===== src/rtl/vga_pkg.sv =====
// Shared VGA timing constants, streamer state encoding and pixel-format helpers
// used by the timing generator and the pixel streamer.
package vga_pkg;

  localparam int VGA_DATA_WIDTH = 16;
  localparam int VGA_CNT_WIDTH  = 10;

  localparam int VGA_H_ACTIVE = 640;
  localparam int VGA_H_FP     = 16;
  localparam int VGA_H_SYNC   = 96;
  localparam int VGA_H_BP     = 48;
  localparam int VGA_H_TOTAL  = VGA_H_ACTIVE + VGA_H_FP + VGA_H_SYNC + VGA_H_BP;

  localparam int VGA_V_ACTIVE = 480;
  localparam int VGA_V_FP     = 10;
  localparam int VGA_V_SYNC   = 2;
  localparam int VGA_V_BP     = 33;
  localparam int VGA_V_TOTAL  = VGA_V_ACTIVE + VGA_V_FP + VGA_V_SYNC + VGA_V_BP;

  typedef enum logic [1:0] {
    IDLE  = 2'd0,
    ARMED = 2'd1,
    RUN   = 2'd2
  } state_t;

  typedef struct packed {
    logic [3:0] r;
    logic [3:0] g;
    logic [3:0] b;
  } rgb444_t;

  // Keep the top four bits of each RGB565 channel.
  function automatic rgb444_t rgb565_to_444(input logic [15:0] px);
    rgb444_t c;
    c.r = px[15:12];
    c.g = px[10:7];
    c.b = px[4:1];
    return c;
  endfunction

endpackage


===== src/rtl/vga_timing_gen.sv =====
// Free-running horizontal/vertical raster counters with active-area, raw
// active-low syncs, an end-of-frame strobe and the frame_start pulse.
module vga_timing_gen
  import vga_pkg::*;
#(
  parameter int H_ACTIVE  = VGA_H_ACTIVE,
  parameter int H_FP      = VGA_H_FP,
  parameter int H_SYNC    = VGA_H_SYNC,
  parameter int H_BP      = VGA_H_BP,
  parameter int V_ACTIVE  = VGA_V_ACTIVE,
  parameter int V_FP      = VGA_V_FP,
  parameter int V_SYNC    = VGA_V_SYNC,
  parameter int V_BP      = VGA_V_BP,
  parameter int CNT_WIDTH = VGA_CNT_WIDTH
) (
  input  logic clk,
  input  logic rst_n,
  output logic active,
  output logic hsync_raw,
  output logic vsync_raw,
  output logic frame_last,
  output logic frame_start
);

  localparam logic [CNT_WIDTH-1:0] H_ACT  = CNT_WIDTH'(H_ACTIVE);
  localparam logic [CNT_WIDTH-1:0] H_SS   = CNT_WIDTH'(H_ACTIVE + H_FP);
  localparam logic [CNT_WIDTH-1:0] H_SE   = CNT_WIDTH'(H_ACTIVE + H_FP + H_SYNC);
  localparam logic [CNT_WIDTH-1:0] H_END  = CNT_WIDTH'(H_ACTIVE + H_FP + H_SYNC + H_BP - 1);
  localparam logic [CNT_WIDTH-1:0] V_ACT  = CNT_WIDTH'(V_ACTIVE);
  localparam logic [CNT_WIDTH-1:0] V_SS   = CNT_WIDTH'(V_ACTIVE + V_FP);
  localparam logic [CNT_WIDTH-1:0] V_SE   = CNT_WIDTH'(V_ACTIVE + V_FP + V_SYNC);
  localparam logic [CNT_WIDTH-1:0] V_END  = CNT_WIDTH'(V_ACTIVE + V_FP + V_SYNC + V_BP - 1);
  localparam logic [CNT_WIDTH-1:0] ONE    = CNT_WIDTH'(1);

  logic [CNT_WIDTH-1:0] h_cnt;
  logic [CNT_WIDTH-1:0] v_cnt;
  logic h_last;
  logic v_last;

  assign h_last     = (h_cnt == H_END);
  assign v_last     = (v_cnt == V_END);
  assign frame_last = h_last && v_last;
  assign active     = (h_cnt < H_ACT) && (v_cnt < V_ACT);
  assign hsync_raw  = !((h_cnt >= H_SS) && (h_cnt < H_SE));
  assign vsync_raw  = !((v_cnt >= V_SS) && (v_cnt < V_SE));

  // frame_start is registered from the last raster position so it lines up
  // with h=0, v=0 while still resetting to 0.
  always_ff @(posedge clk or negedge rst_n) begin
    if (!rst_n) begin
      h_cnt       <= '0;
      v_cnt       <= '0;
      frame_start <= 1'b0;
    end else begin
      frame_start <= frame_last;
      if (h_last) begin
        h_cnt <= '0;
        if (v_last) v_cnt <= '0;
        else        v_cnt <= v_cnt + ONE;
      end else begin
        h_cnt <= h_cnt + ONE;
      end
    end
  end

endmodule


===== src/rtl/vga_pixel_streamer.sv =====
// Pops one RGB565 word per active pixel from the line FIFO and drives 4-4-4
// RGB, syncs and data-enable with a fixed 2-cycle latency from the raster.
module vga_pixel_streamer
  import vga_pkg::*;
#(
  parameter int          DATA_WIDTH    = VGA_DATA_WIDTH,
  parameter int          H_ACTIVE      = VGA_H_ACTIVE,
  parameter int          H_FP          = VGA_H_FP,
  parameter int          H_SYNC        = VGA_H_SYNC,
  parameter int          H_BP          = VGA_H_BP,
  parameter int          V_ACTIVE      = VGA_V_ACTIVE,
  parameter int          V_FP          = VGA_V_FP,
  parameter int          V_SYNC        = VGA_V_SYNC,
  parameter int          V_BP          = VGA_V_BP,
  parameter int          CNT_WIDTH     = VGA_CNT_WIDTH,
  parameter logic [11:0] UNDERFLOW_RGB = 12'h000
) (
  input  logic                  clk_read,
  input  logic                  rst_n,
  input  logic                  enable,
  input  logic [DATA_WIDTH-1:0] fifo_read_data,
  input  logic                  fifo_empty,
  input  logic                  fifo_half_full,
  output logic                  fifo_read_enable,
  output logic [3:0]            vga_r,
  output logic [3:0]            vga_g,
  output logic [3:0]            vga_b,
  output logic                  vga_hsync,
  output logic                  vga_vsync,
  output logic                  vga_de,
  output logic                  frame_start,
  output logic                  underflow,
  output logic [15:0]           underflow_count,
  input  logic                  clear_underflow,
  output logic [1:0]            fsm_state
);

  logic    active;
  logic    hsync_raw;
  logic    vsync_raw;
  logic    frame_last;
  state_t  state;
  logic    run;
  logic    pop;
  logic    miss;
  logic    pop_s1;
  logic    miss_s1;
  logic    de_s1;
  logic    hsync_s1;
  logic    vsync_s1;
  rgb444_t pix;

  vga_timing_gen #(
    .H_ACTIVE  (H_ACTIVE),
    .H_FP      (H_FP),
    .H_SYNC    (H_SYNC),
    .H_BP      (H_BP),
    .V_ACTIVE  (V_ACTIVE),
    .V_FP      (V_FP),
    .V_SYNC    (V_SYNC),
    .V_BP      (V_BP),
    .CNT_WIDTH (CNT_WIDTH)
  ) u_timing (
    .clk         (clk_read),
    .rst_n       (rst_n),
    .active      (active),
    .hsync_raw   (hsync_raw),
    .vsync_raw   (vsync_raw),
    .frame_last  (frame_last),
    .frame_start (frame_start)
  );

  // FIFO pop handshake: fifo_read_enable is a request that the FIFO honours
  // whenever fifo_empty is low in the same cycle; the popped word appears on
  // fifo_read_data in the following cycle. Nothing is popped while empty.
  assign run              = (state == RUN);
  assign pop              = run && active && !fifo_empty;
  assign miss             = run && active && fifo_empty;
  assign fifo_read_enable = pop;
  assign fsm_state        = state;

  // Transitions are taken on the last raster position so the new state is
  // already in force at h=0, v=0, making (0,0) the first streamed pixel.
  always_ff @(posedge clk_read or negedge rst_n) begin
    if (!rst_n) begin
      state <= IDLE;
    end else begin
      case (state)
        IDLE:    if (enable && fifo_half_full) state <= ARMED;
        ARMED:   if (frame_last) state <= enable ? RUN : IDLE;
        RUN:     if (frame_last && !enable) state <= IDLE;
        default: state <= IDLE;
      endcase
    end
  end

  always_ff @(posedge clk_read or negedge rst_n) begin
    if (!rst_n) begin
      pop_s1    <= 1'b0;
      miss_s1   <= 1'b0;
      de_s1     <= 1'b0;
      hsync_s1  <= 1'b1;
      vsync_s1  <= 1'b1;
      vga_de    <= 1'b0;
      vga_hsync <= 1'b1;
      vga_vsync <= 1'b1;
      pix       <= '0;
    end else begin
      pop_s1    <= pop;
      miss_s1   <= miss;
      de_s1     <= run && active;
      hsync_s1  <= hsync_raw;
      vsync_s1  <= vsync_raw;
      vga_de    <= de_s1;
      vga_hsync <= hsync_s1;
      vga_vsync <= vsync_s1;
      if (pop_s1)       pix <= rgb565_to_444(fifo_read_data[15:0]);
      else if (miss_s1) pix <= rgb444_t'(UNDERFLOW_RGB);
      else              pix <= '0;
    end
  end

  assign vga_r = pix.r;
  assign vga_g = pix.g;
  assign vga_b = pix.b;

  // A clear in the same cycle as a counted miss drops that miss.
  always_ff @(posedge clk_read or negedge rst_n) begin
    if (!rst_n) begin
      underflow       <= 1'b0;
      underflow_count <= 16'd0;
    end else if (clear_underflow) begin
      underflow       <= 1'b0;
      underflow_count <= 16'd0;
    end else if (miss_s1) begin
      underflow <= 1'b1;
      if (underflow_count != 16'hFFFF) underflow_count <= underflow_count + 16'd1;
    end
  end

endmodule


===== config.mk =====
export PLATFORM = sky130hd
export DESIGN_NAME = vga_pixel_streamer
export DESIGN_NICKNAME = d
export VERILOG_FILES = /design/src/rtl/vga_pkg.sv /design/src/rtl/vga_timing_gen.sv /design/src/rtl/vga_pixel_streamer.sv
export SDC_FILE = /design/constraint.sdc
export NUM_CORES = 1
export LEC_CHECK = 0
export ABC_CLOCK_PERIOD_IN_PS = 2800
export BUFFER_PORTS_ARGS = -buffer_cell sky130_fd_sc_hd__buf_4
export CAP_MARGIN = 20
export CORE_UTILIZATION = 48
export DETAILED_ROUTE_END_ITERATION = 8
export PLACE_DENSITY = 0.72
export SETUP_SLACK_MARGIN = 0.5
export SYNTH_ARGS = -nofsm -noshare
export SYNTH_HDL_FRONTEND = slang
export SYNTH_SLANG_ARGS = --single-unit

===== constraint.sdc =====
create_clock -name clk_read -period 2.8 [get_ports clk_read]
set_input_delay 0.14 -clock clk_read [delete_from_list [all_inputs] [get_ports clk_read]]
set_output_delay 0.14 -clock clk_read [all_outputs]
set_load 0.005 [all_outputs]

==> run summary, run 1 <==
synthesized area: 2754 sq um
critical path cell sequence: nand4_4 > or4_4 > or4_1 > o211a_1
CP Max Fanout: 9
end point of the critical path: underflow_count[15]
H-tree Lvls: 3
Via Count: 2190
Syn Nets: 291
unrepaired setup endpoints after global routing: false
HP Class: input port to flip-flop
vias in the first global route: 2014
Clock Tree Buf Depth: 2
Fin. Hold Viols: 0
Power Density: 488.2 nW/um^2
row cnt: 27
core box area: 5507 sq um
Die Y: 77.75 um
I/O pin total: 58
DR vias/cell: 5.434
first-pass GRT wire length: 9.487 mm
final max-slew violation count: 0
DR DRC count: 0
crit path launch type: flip-flop
area share of the largest cell type after synthesis: 0.5089
number of synthesized register bits: 60
Starting Density: 0.5001
Setup WS post-layout: 0.7749 ns
number of buffers added on ports: 53
post-route core utilization: 0.6235
# resized after CTS: 0
Non-Filler Instances: 403
Syn Area/Cell: 10.43 sq um
status: finished clean
CTS Hold Bufs: 2
top cells by area, synth: dfrtp_1 51%, dfstp_2 3.8%, and2_1 3.6%
Min Hold Slack: 0.01293 ns
max cap viols: 0
worst clock skew: 0.007341 ns
antenna fix cells: 0
R2R depth: 4
largest net degree at the start of global routing: 61
min cycle time layout: 2.025 ns
Worst path slowest cell: or4_4
WS Path Type: flip-flop to flip-flop
max_slew headroom: 0.5009
Final TNS setup: 0 ns
Post-synth EDFFs: 0
GR Util All Layers: 0.2040
pre-CTS setup slack: 0.7908 ns
Fmax: 493.8 MHz
1st-pass router iterations: 5
maximum VDD drop: 392.5 uV
Area after DPL: 3229 sq um
die area: 6044 sq um
Reg-to-Reg Start: underflow_count[4]
Critical Path AT: 2.26 ns
reg2reg end: underflow_count[15]
fin crit share: 0.7233
Worst Path Required: 3.03 ns
critical path capture point type: flip-flop
yosys warns: 0
TritonCTS Buffers: 9
post-synthesis cell count: 264
antenna viol nets, final: 0
CTS tree: built
setup bufs post-CTS: 0
library cells used by synthesis: 44
Root Driver: clkbuf_8
dpl hpwl: 3.776 mm
nets: 353
top cell type by total area after synthesis: dfrtp_1
initial antenna violation count: 0
layout-stage area growth over the synthesis result: 24.67%
top cells by count, synth: 56 x dfrtp_1, 20 x nand2_1, 19 x nor2_1
share of cells above drive strength 1: 0.2447
Main synth FF type: dfrtp_1
Reg2Reg Setup Slack: 0.77 ns
Initial DRC Count: 152
total power draw: 1.676 mW
Worst Setup SP: underflow_count[4]
Total Wirelength: 5.668 mm
leakage power: 1.574 nW
GRT overflow: 0
Seq/Total Area, Yosys: 0.5470
critical path's largest stage delay: 0.56 ns
worst-skew pair later-pin latency: 0.34 ns
Placed Cells: 385
top-count cell post-synth: dfrtp_1
fin area: 3433 sq um
clk sink count: 60
drt wl/cell: 14.06 um
share of flip-flops with an asynchronous set or reset: 1.000
hold_sp: fifo_read_data[12]
clock slew at reported path FFs: 0.07 ns
Least-Margin Pin Slew: 0.7487 ns
RePlAce Congestion: 0.8338
Final setup viols: 0
Die W: 77.75 um
-- power by group --
group | leakage (nW) | internal [mW] | switching (mW)
clock | 0.0931 | 0.407 | 0.345
combinational | 0.675 | 0.0236 | 0.0287
sequential | 0.806 | 0.869 | 0.00224
-- cells by family after synthesis --
logic type | count (synthesis) | synth area share
AO/OA/AOI/OAI | 39 | 0.08996
XOR/XNOR | 11 | 0.03498
adder cells (fa/ha/maj) | 5 | 0.02272
buffers and inverters | 16 | 0.02226
flip-flops | 60 | 0.5470
multiplexers | 5 | 0.01908
AND/OR/NAND/NOR | 128 | 0.2640
-- layer usage --
layer | GRT usage | vias up | part of all wire
li1 | - | 1078 | -
met1 | 0.2657 | 1035 | 0.46
met2 | 0.3195 | 66 | 0.47
met3 | 0.04235 | 11 | 0.052
met4 | 0.1094 | 0 | 0.019
met5 | 0 | - | 0
-- cell type report --
| cell class | instances | area [sq um] |
|---|---|---|
| fillers | 461 | 2073 |
| flip-flops and latches | 60 | 1506 |
| multi-input cells | 188 | 1186 |
| repair buffers | 56 | 425.4 |
| clock buffers | 11 | 131.4 |
| well taps | 72 | 90.09 |
| clock inverters | 5 | 52.55 |
| inverters | 11 | 41.29 |
-- worst max-delay path, delay by kind of cell, from the launching register on --
| family | cells | cell delay [ns] |
|---|---|---|
| AOI/OAI and AO/OA | 1 | 0.13 |
| and+or+nand+nor | 3 | 1.29 |
| DFF | 1 | 0.49 |
-- worst min path at each step --
| stage | to | slack (ns) | cells past startpoint |
|---|---|---|---|
| after floorplan | de_s1 | -0.16 | 0 |
| after global placement | vga_r[1] | 0.25 | 1 |
| after detailed placement | vga_b[2] | 0.26 | 1 |
| after CTS | vga_b[3] | 0.001 | 2 |
| after global routing | vga_r[3] | 0.0006 | 2 |
| final | vga_r[0] | 0.01 | 2 |
-- registers in the layout, indices dropped and copies added (netlist names) --
name                  count
underflow_count          16
u_timing.h_cnt           10
u_timing.v_cnt           10
vga_b                     4
vga_g                     4
vga_r                     4
fsm_state                 2
de_s1                     1
hsync_s1                  1
miss_s1                   1
pop_s1                    1
u_timing.frame_start      1
underflow                 1
vga_de                    1
vga_hsync                 1
vga_vsync                 1
vsync_s1                  1
-- cells in the final DEF, fill, tap and decap left out, drive strengths merged, types with 2 or more instances in the layout --
cell	n
a21oi	11
xnor2	5
ha	5
dfrtp	56
dlygate4sd3	2
and3	2
mux2i	3
nor2b	4
clkinv	3
o21a	2
mux2	2
buf	54
inv	11
o41ai	3
xor2	6
dfstp	4
or2	2
o31ai	5
nor3	11
nand3	19
nor4	6
clkbuf	11
nor4b	2
or4	8
and2	16
nand4	10
o21ai	11
nand2	20
nor2	19
or3	5
Power figures use the tool's default switching activity.
==> run 2: changes to the inputs <==
--- a/config.mk
+++ b/config.mk
@@ -5,7 +5,7 @@
 export SDC_FILE = /design/constraint.sdc
 export NUM_CORES = 1
 export LEC_CHECK = 0
-export ABC_CLOCK_PERIOD_IN_PS = 2800
+export ABC_CLOCK_PERIOD_IN_PS = 1900
 export BUFFER_PORTS_ARGS = -buffer_cell sky130_fd_sc_hd__buf_4
 export CAP_MARGIN = 20
 export CORE_UTILIZATION = 48
==> constraint.sdc (replaced) <==
create_clock -name clk_read -period 1.9 [get_ports clk_read]
set_input_delay 0.095 -clock clk_read [delete_from_list [all_inputs] [get_ports clk_read]]
set_output_delay 0.095 -clock clk_read [all_outputs]
set_load 0.005 [all_outputs]
==> run 2 against run 1 <==
Compared with the run above:
- sequential share of layout area is 9.4 points lower
- critical endpoint unchanged
- largest power group unchanged
- setup slack worse by 0.64 ns
- hold slack worse by 0.0052 ns
- clock skew hardly changed
==> run summary, run 2 (synthesis results as in run 1) <==
min cycle time layout: 1.767 ns (-0.2582 ns)
GR Util All Layers: 0.2567 (+0.05267)
1st-pass router iterations: 4 (-1)
WS Path Type: flip-flop to flip-flop
TritonCTS Buffers: 9 (unchanged)
GRT overflow: 0 (unchanged)
Largest register FFs: 16 (unchanged)
Multi-input gate area: 1509 sq um (+27%)
Initial DRC Count: 236 (+55%)
Die Y: 77.75 um (unchanged)
Root Driver: clkbuf_8
leakage power: 2.027 nW (+29%)
Non-Filler Instances: 472 (+17%)
Least-Margin Pin Slew: 0.7506 ns (+0.001862 ns)
clock slew at reported path FFs: 0.07 ns (about the same)
total power draw: 2.558 mW (+53%)
final max-slew violation count: 0 (unchanged)
vias in the first global route: 2522 (+25%)
H-tree Lvls: 3 (unchanged)
max cap viols: 0 (unchanged)
RePlAce Congestion: 0.8439 (+1.2%)
Fillers: 328 (-29%)
largest net degree at the start of global routing: 61 (unchanged)
Fmax: 566.0 MHz (+15%)
initial antenna violation count: 0 (unchanged)
I/O pin total: 58 (unchanged)
maximum VDD drop: 407.0 uV (+3.7%)
crit path launch type: flip-flop
Total Wirelength: 7.871 mm (+39%)
critical path capture point type: flip-flop
share of cells above drive strength 1: 0.5025 (+0.2578)
Worst Path Required: 2.13 ns (-0.90 ns)
Fin. Hold Viols: 0 (unchanged)
Final setup viols: 0 (unchanged)
clk sink count: 60 (unchanged)
core box area: 5507 sq um (unchanged)
nets: 422 (+20%)
HP Class: input port to flip-flop
worst-skew pair later-pin latency: 0.34 ns (about the same)
CTS tree: built
commonest non-fill, non-tap cell in the layout: buf_4
first-pass GRT wire length: 11.90 mm (+25%)
most frequent cells in the layout: 94 x buf_4, 46 x dfrtp_1, 18 x nand2_1
status: finished clean
Most flops, register: underflow_count
max_slew headroom: 0.4996 (-0.001241)
Critical Path AT: 1.99 ns (-0.27 ns)
fin crit share: 0.9300 (+0.2067)
antenna fix cells: 0 (unchanged)
DR vias/cell: 5.593 (+2.9%)
Final TNS setup: 0 ns (unchanged)
unrepaired setup endpoints after global routing: true
drt wl/cell: 16.68 um (+19%)
worst clock skew: 0.007450 ns (+0.0001092 ns)
Via Count: 2640 (+21%)
CP Max Fanout: 5 (-4)
Power Density: 580.9 nW/um^2 (+19%)
die area: 6044 sq um (unchanged)
antenna viol nets, final: 0 (unchanged)
layout-stage area growth over the synthesis result: 59.93%
DR DRC count: 0 (unchanged)
Placed Cells: 399 (+3.6%)
FF+latch area: 1519 sq um (+0.83%)
Largest regs: underflow_count x16, u_timing.h_cnt x10, u_timing.v_cnt x10
dpl hpwl: 4.054 mm (+7.3%)
Starting Density: 0.5001 (unchanged)
row cnt: 27 (unchanged)
Die W: 77.75 um (unchanged)
Clock Tree Buf Depth: 2 (unchanged)
number of buffers added on ports: 53 (unchanged)
[run 2: cell types whose count changed in the layout (fill, tap and decap cells not counted), moves of 7 or more]
cell           change
buf_4             +40
buf_6             +15
dlygate4sd3_1     +13
dfrtp_1           -10
dfrtp_2           +10
o21ai_0           -10
nor2_1             -7
[run 2: critical path, stage by stage (launching register included)]
cell and delay (ns):
dfrtp_1 0.40, nand4_4 0.13, or4_4 0.57, or4_1 0.42
o211a_1 0.14
[run 2: final timing paths]
kind	startpoint	end	slack, ns	depth (start not counted)
worst max-delay path	underflow_count[6]	underflow_count[15]	0.13	4
worst min-delay path	enable	fsm_state[1]	0.008	3
worst max register to register	underflow_count[6]	underflow_count[15]	0.13	4
worst min register to register	hsync_s1	vga_hsync	0.36	0
max in group asynchronous	rst_n	u_timing.v_cnt[6]	0.99	2
min in group asynchronous	rst_n	vga_g[1]	0.36	2
[run 2: layout make-up]
class,count,share of cell area
clock inverters,7,0.01733
well taps,72,0.02045
multi-input cells,188,0.3426
repair buffers,125,0.2372
inverters,11,0.009375
clock buffers,9,0.02813
flip-flops and latches,60,0.3449
[run 2: report_power, final]
group | switching (mW) | internal (mW) | total [mW]
logic | 0.0502 | 0.0527 | 0.103
clock network | 0.559 | 0.611 | 1.17
registers | 0.00447 | 1.28 | 1.28
[run 2: stage by stage]
stage               hold WS [ns]  cell area [sq um]  setup WS [ns]    util
global placement          0.2099               3411         0.1432  0.6194
CTS                     0.006913               4143         0.1650  0.7523
finish                  0.007693               4404         0.1331  0.7998
detailed placement        0.2112               3411         0.1048  0.6194
floorplan                -0.2006               2840         0.1672       -
global route             0.02730               4404         0.1014  0.7998
[run 2: timing repair]
| action | 4_1_cts | 5_1_grt |
|---|---|---|
| pin swaps | 24 | 24 |
| hold buffers | 15 | 0 |
| buffers inserted | 29 | 13 |
| setup endpoints to repair | 35 | 36 |
| endpoints found under the hold margin | 71 | 0 |
| gates resized for setup | 42 | 42 |
[run 2: layer usage]
metal  global-route usage  wire (um)  vias to the layer above
met4               0.1340        196                        0
met1               0.3212       3218                     1321
met5                    0          0                        -
li1                     -          -                     1226
met2               0.4301       4124                       76
met3              0.03765        331                       17
==> run 3: changes to the inputs <==
--- a/config.mk
+++ b/config.mk
@@ -8,9 +8,10 @@
 export ABC_CLOCK_PERIOD_IN_PS = 1900
 export BUFFER_PORTS_ARGS = -buffer_cell sky130_fd_sc_hd__buf_4
 export CAP_MARGIN = 20
-export CORE_UTILIZATION = 48
+export CORE_MARGIN = 8
+export CORE_UTILIZATION = 45
 export DETAILED_ROUTE_END_ITERATION = 8
-export PLACE_DENSITY = 0.72
+export PLACE_DENSITY = 0.68
 export SETUP_SLACK_MARGIN = 0.5
 export SYNTH_ARGS = -nofsm -noshare
 export SYNTH_HDL_FRONTEND = slang
==> run 3 against run 2 <==
Compared with the run above:
- critical path depth up 1
- sequential share of layout area down 0.43 points
- critical path type unchanged
- via count up 2.2%
==> run summary, run 3 (synthesis results as in run 1) <==
status: finished clean
Via Count: 2697 (+2.2%)
fin area: 4474 sq um (+1.6%)
crit path launch type: flip-flop
Starting Density: 0.4651 (-0.03498)
Setup WS post-layout: 0.1331 ns (+0.000003000 ns)
Root Driver: clkbuf_8
GRT overflow: 0 (unchanged)
worst-skew pair later-pin latency: 0.35 ns (about the same)
initial antenna violation count: 0 (unchanged)
largest net degree at the start of global routing: 61 (unchanged)
row cnt: 28 (+3.7%)
RePlAce Congestion: 0.8346 (-1.1%)
drt wl/cell: 17.09 um (+2.5%)
core box area: 5921 sq um (+7.5%)
Initial DRC Count: 99 (-58%)
Least-Margin Pin Slew: 0.7535 ns (+0.002903 ns)
share of cells above drive strength 1: 0.5050 (+0.002475)
leakage power: 2.047 nW (+1.0%)
H-tree Lvls: 3 (unchanged)
worst hold endpoint: underflow_count[14]
clock slew at reported path FFs: 0.07 ns (about the same)
critical path's top delay family: simple AND/OR/NAND/NOR gates
Critical Path AT: 1.99 ns (about the same)
dpl hpwl: 4.315 mm (+6.4%)
DR DRC count: 0 (unchanged)
critical path capture point type: flip-flop
commonest non-fill, non-tap cell in the layout: buf_4
CP Buf/Inv Count: 1 (+1)
Area after DPL: 3415 sq um (+0.11%)
Worst Path Required: 2.13 ns (about the same)
antenna fix cells: 0 (unchanged)
first-pass GRT wire length: 11.90 mm (unchanged)
final max-slew violation count: 0 (unchanged)
max cap viols: 0 (unchanged)
Largest register FFs: 16 (unchanged)
met2 wire len: 4.065 mm (-1.4%)
Non-Filler Instances: 477 (+1.1%)
Die W: 94.23 um (+21%)
Placed Cells: 402 (+0.75%)
worst clock skew: 0.01251 ns (+0.005059 ns)
die area: 8879 sq um (+47%)
max_slew headroom: 0.4977 (-0.001935)
critical path cell sequence: nand4_4 > or4_4 > buf_4 > o311ai_4 > o41ai_2
1st-pass router iterations: 5 (+1)
GR Util All Layers: 0.1721 (-0.08465)
Reg-to-Reg Start: underflow_count[5]
min cycle time layout: 1.767 ns (-0.000003000 ns)
I/O pin total: 58 (unchanged)
critical path's largest stage delay: 0.55 ns (-0.02 ns)
unrepaired setup endpoints after global routing: true
Largest regs: underflow_count x16, u_timing.h_cnt x10, u_timing.v_cnt x10
antenna viol nets, final: 0 (unchanged)
Fmax: 566.0 MHz (about the same)
HP Class: input port to flip-flop
most frequent cells in the layout: 96 x buf_4, 42 x dfrtp_1, 17 x nand2_1
Power Density: 599.8 nW/um^2 (+3.3%)
Clock Tree Buf Depth: 2 (unchanged)
number of buffers added on ports: 53 (unchanged)
CTS tree: built
Reg2Reg Setup Slack: 0.13 ns (about the same)
clk sink count: 60 (unchanged)
Total Wirelength: 8.154 mm (+3.6%)
DR vias/cell: 5.654 (+1.1%)
hold path cells: 2 (-1)
R2R depth: 5 (+1)
Die Y: 94.23 um (+21%)
met3 wire length: 543 um (+64%)
pre-CTS setup slack: 0.1201 ns (+0.01522 ns)
Worst path slowest cell: or4_4
Final setup viols: 0 (unchanged)
reg2reg end: underflow_count[13]
vias in the first global route: 2523 (+0.040%)
maximum VDD drop: 624.5 uV (+53%)
CP Max Fanout: 4 (-1)
nets: 424 (+0.47%)
hold_sp: clear_underflow
DR top layer: met4
Most flops, register: underflow_count
Fin. Hold Viols: 0 (unchanged)
WS Path Type: flip-flop to flip-flop
Final TNS setup: 0 ns (unchanged)
wl on met1: 3.235 mm (+0.53%)
fin crit share: 0.9299 (about the same)
layout-stage area growth over the synthesis result: 62.47%
TritonCTS Buffers: 9 (unchanged)
## run 3: per-stage QoR
step	power, mW	utilization	hold WS, ns
finish	2.684	0.7557	0.06154
global route	2.765	0.7557	0.07246
CTS	2.690	0.7008	0.04428
detailed placement	1.386	0.5767	0.2158
global placement	1.384	0.5767	0.2130
floorplan	1.324	-	-0.2006
## run 3: layer usage
metal	track usage	up-vias
li1	-	1222
met1	0.2022	1322
met2	0.2822	116
met3	0.04636	37
met4	0.08587	0
met5	0	-
## run 3: how the worst max path moves through the flow
stage / startpoint / end / slack, ns / cells after the start
after global placement: underflow_count[10] / underflow_count[15] / 0.15 / 4
final: underflow_count[5] / underflow_count[13] / 0.13 / 5
after floorplan: underflow_count[4] / underflow_count[15] / 0.17 / 4
after detailed placement: underflow_count[0] / underflow_count[9] / 0.12 / 5
after global routing: underflow_count[5] / underflow_count[13] / 0.09 / 5
after CTS: u_timing.v_cnt[7] / fsm_state[1] / 0.15 / 4
## run 3: area by class of cell
cell class / count / area [sq um]
repair buffers: 127 / 1050
flip-flops and latches: 60 / 1524
clock inverters: 5 / 75.07
inverters: 11 / 41.29
multi-input cells: 188 / 1549
well taps: 75 / 93.84
fillers: 386 / 1446
clock buffers: 11 / 141.4
## run 3: timing repair
action / 4_1_cts / 5_1_grt
hold buffers: 16 / 0
pin swaps: 25 / 20
setup endpoints to repair: 34 / 36
gates resized for setup: 43 / 48
endpoints found under the hold margin: 72 / 0
buffers inserted: 25 / 18
## run 3: report_power, final
part	switching [mW]	internal [mW]	leakage (nW)
sequential	0.00422	1.28	0.784
combinational	0.0510	0.0542	1.15
clock	0.526	0.768	0.113
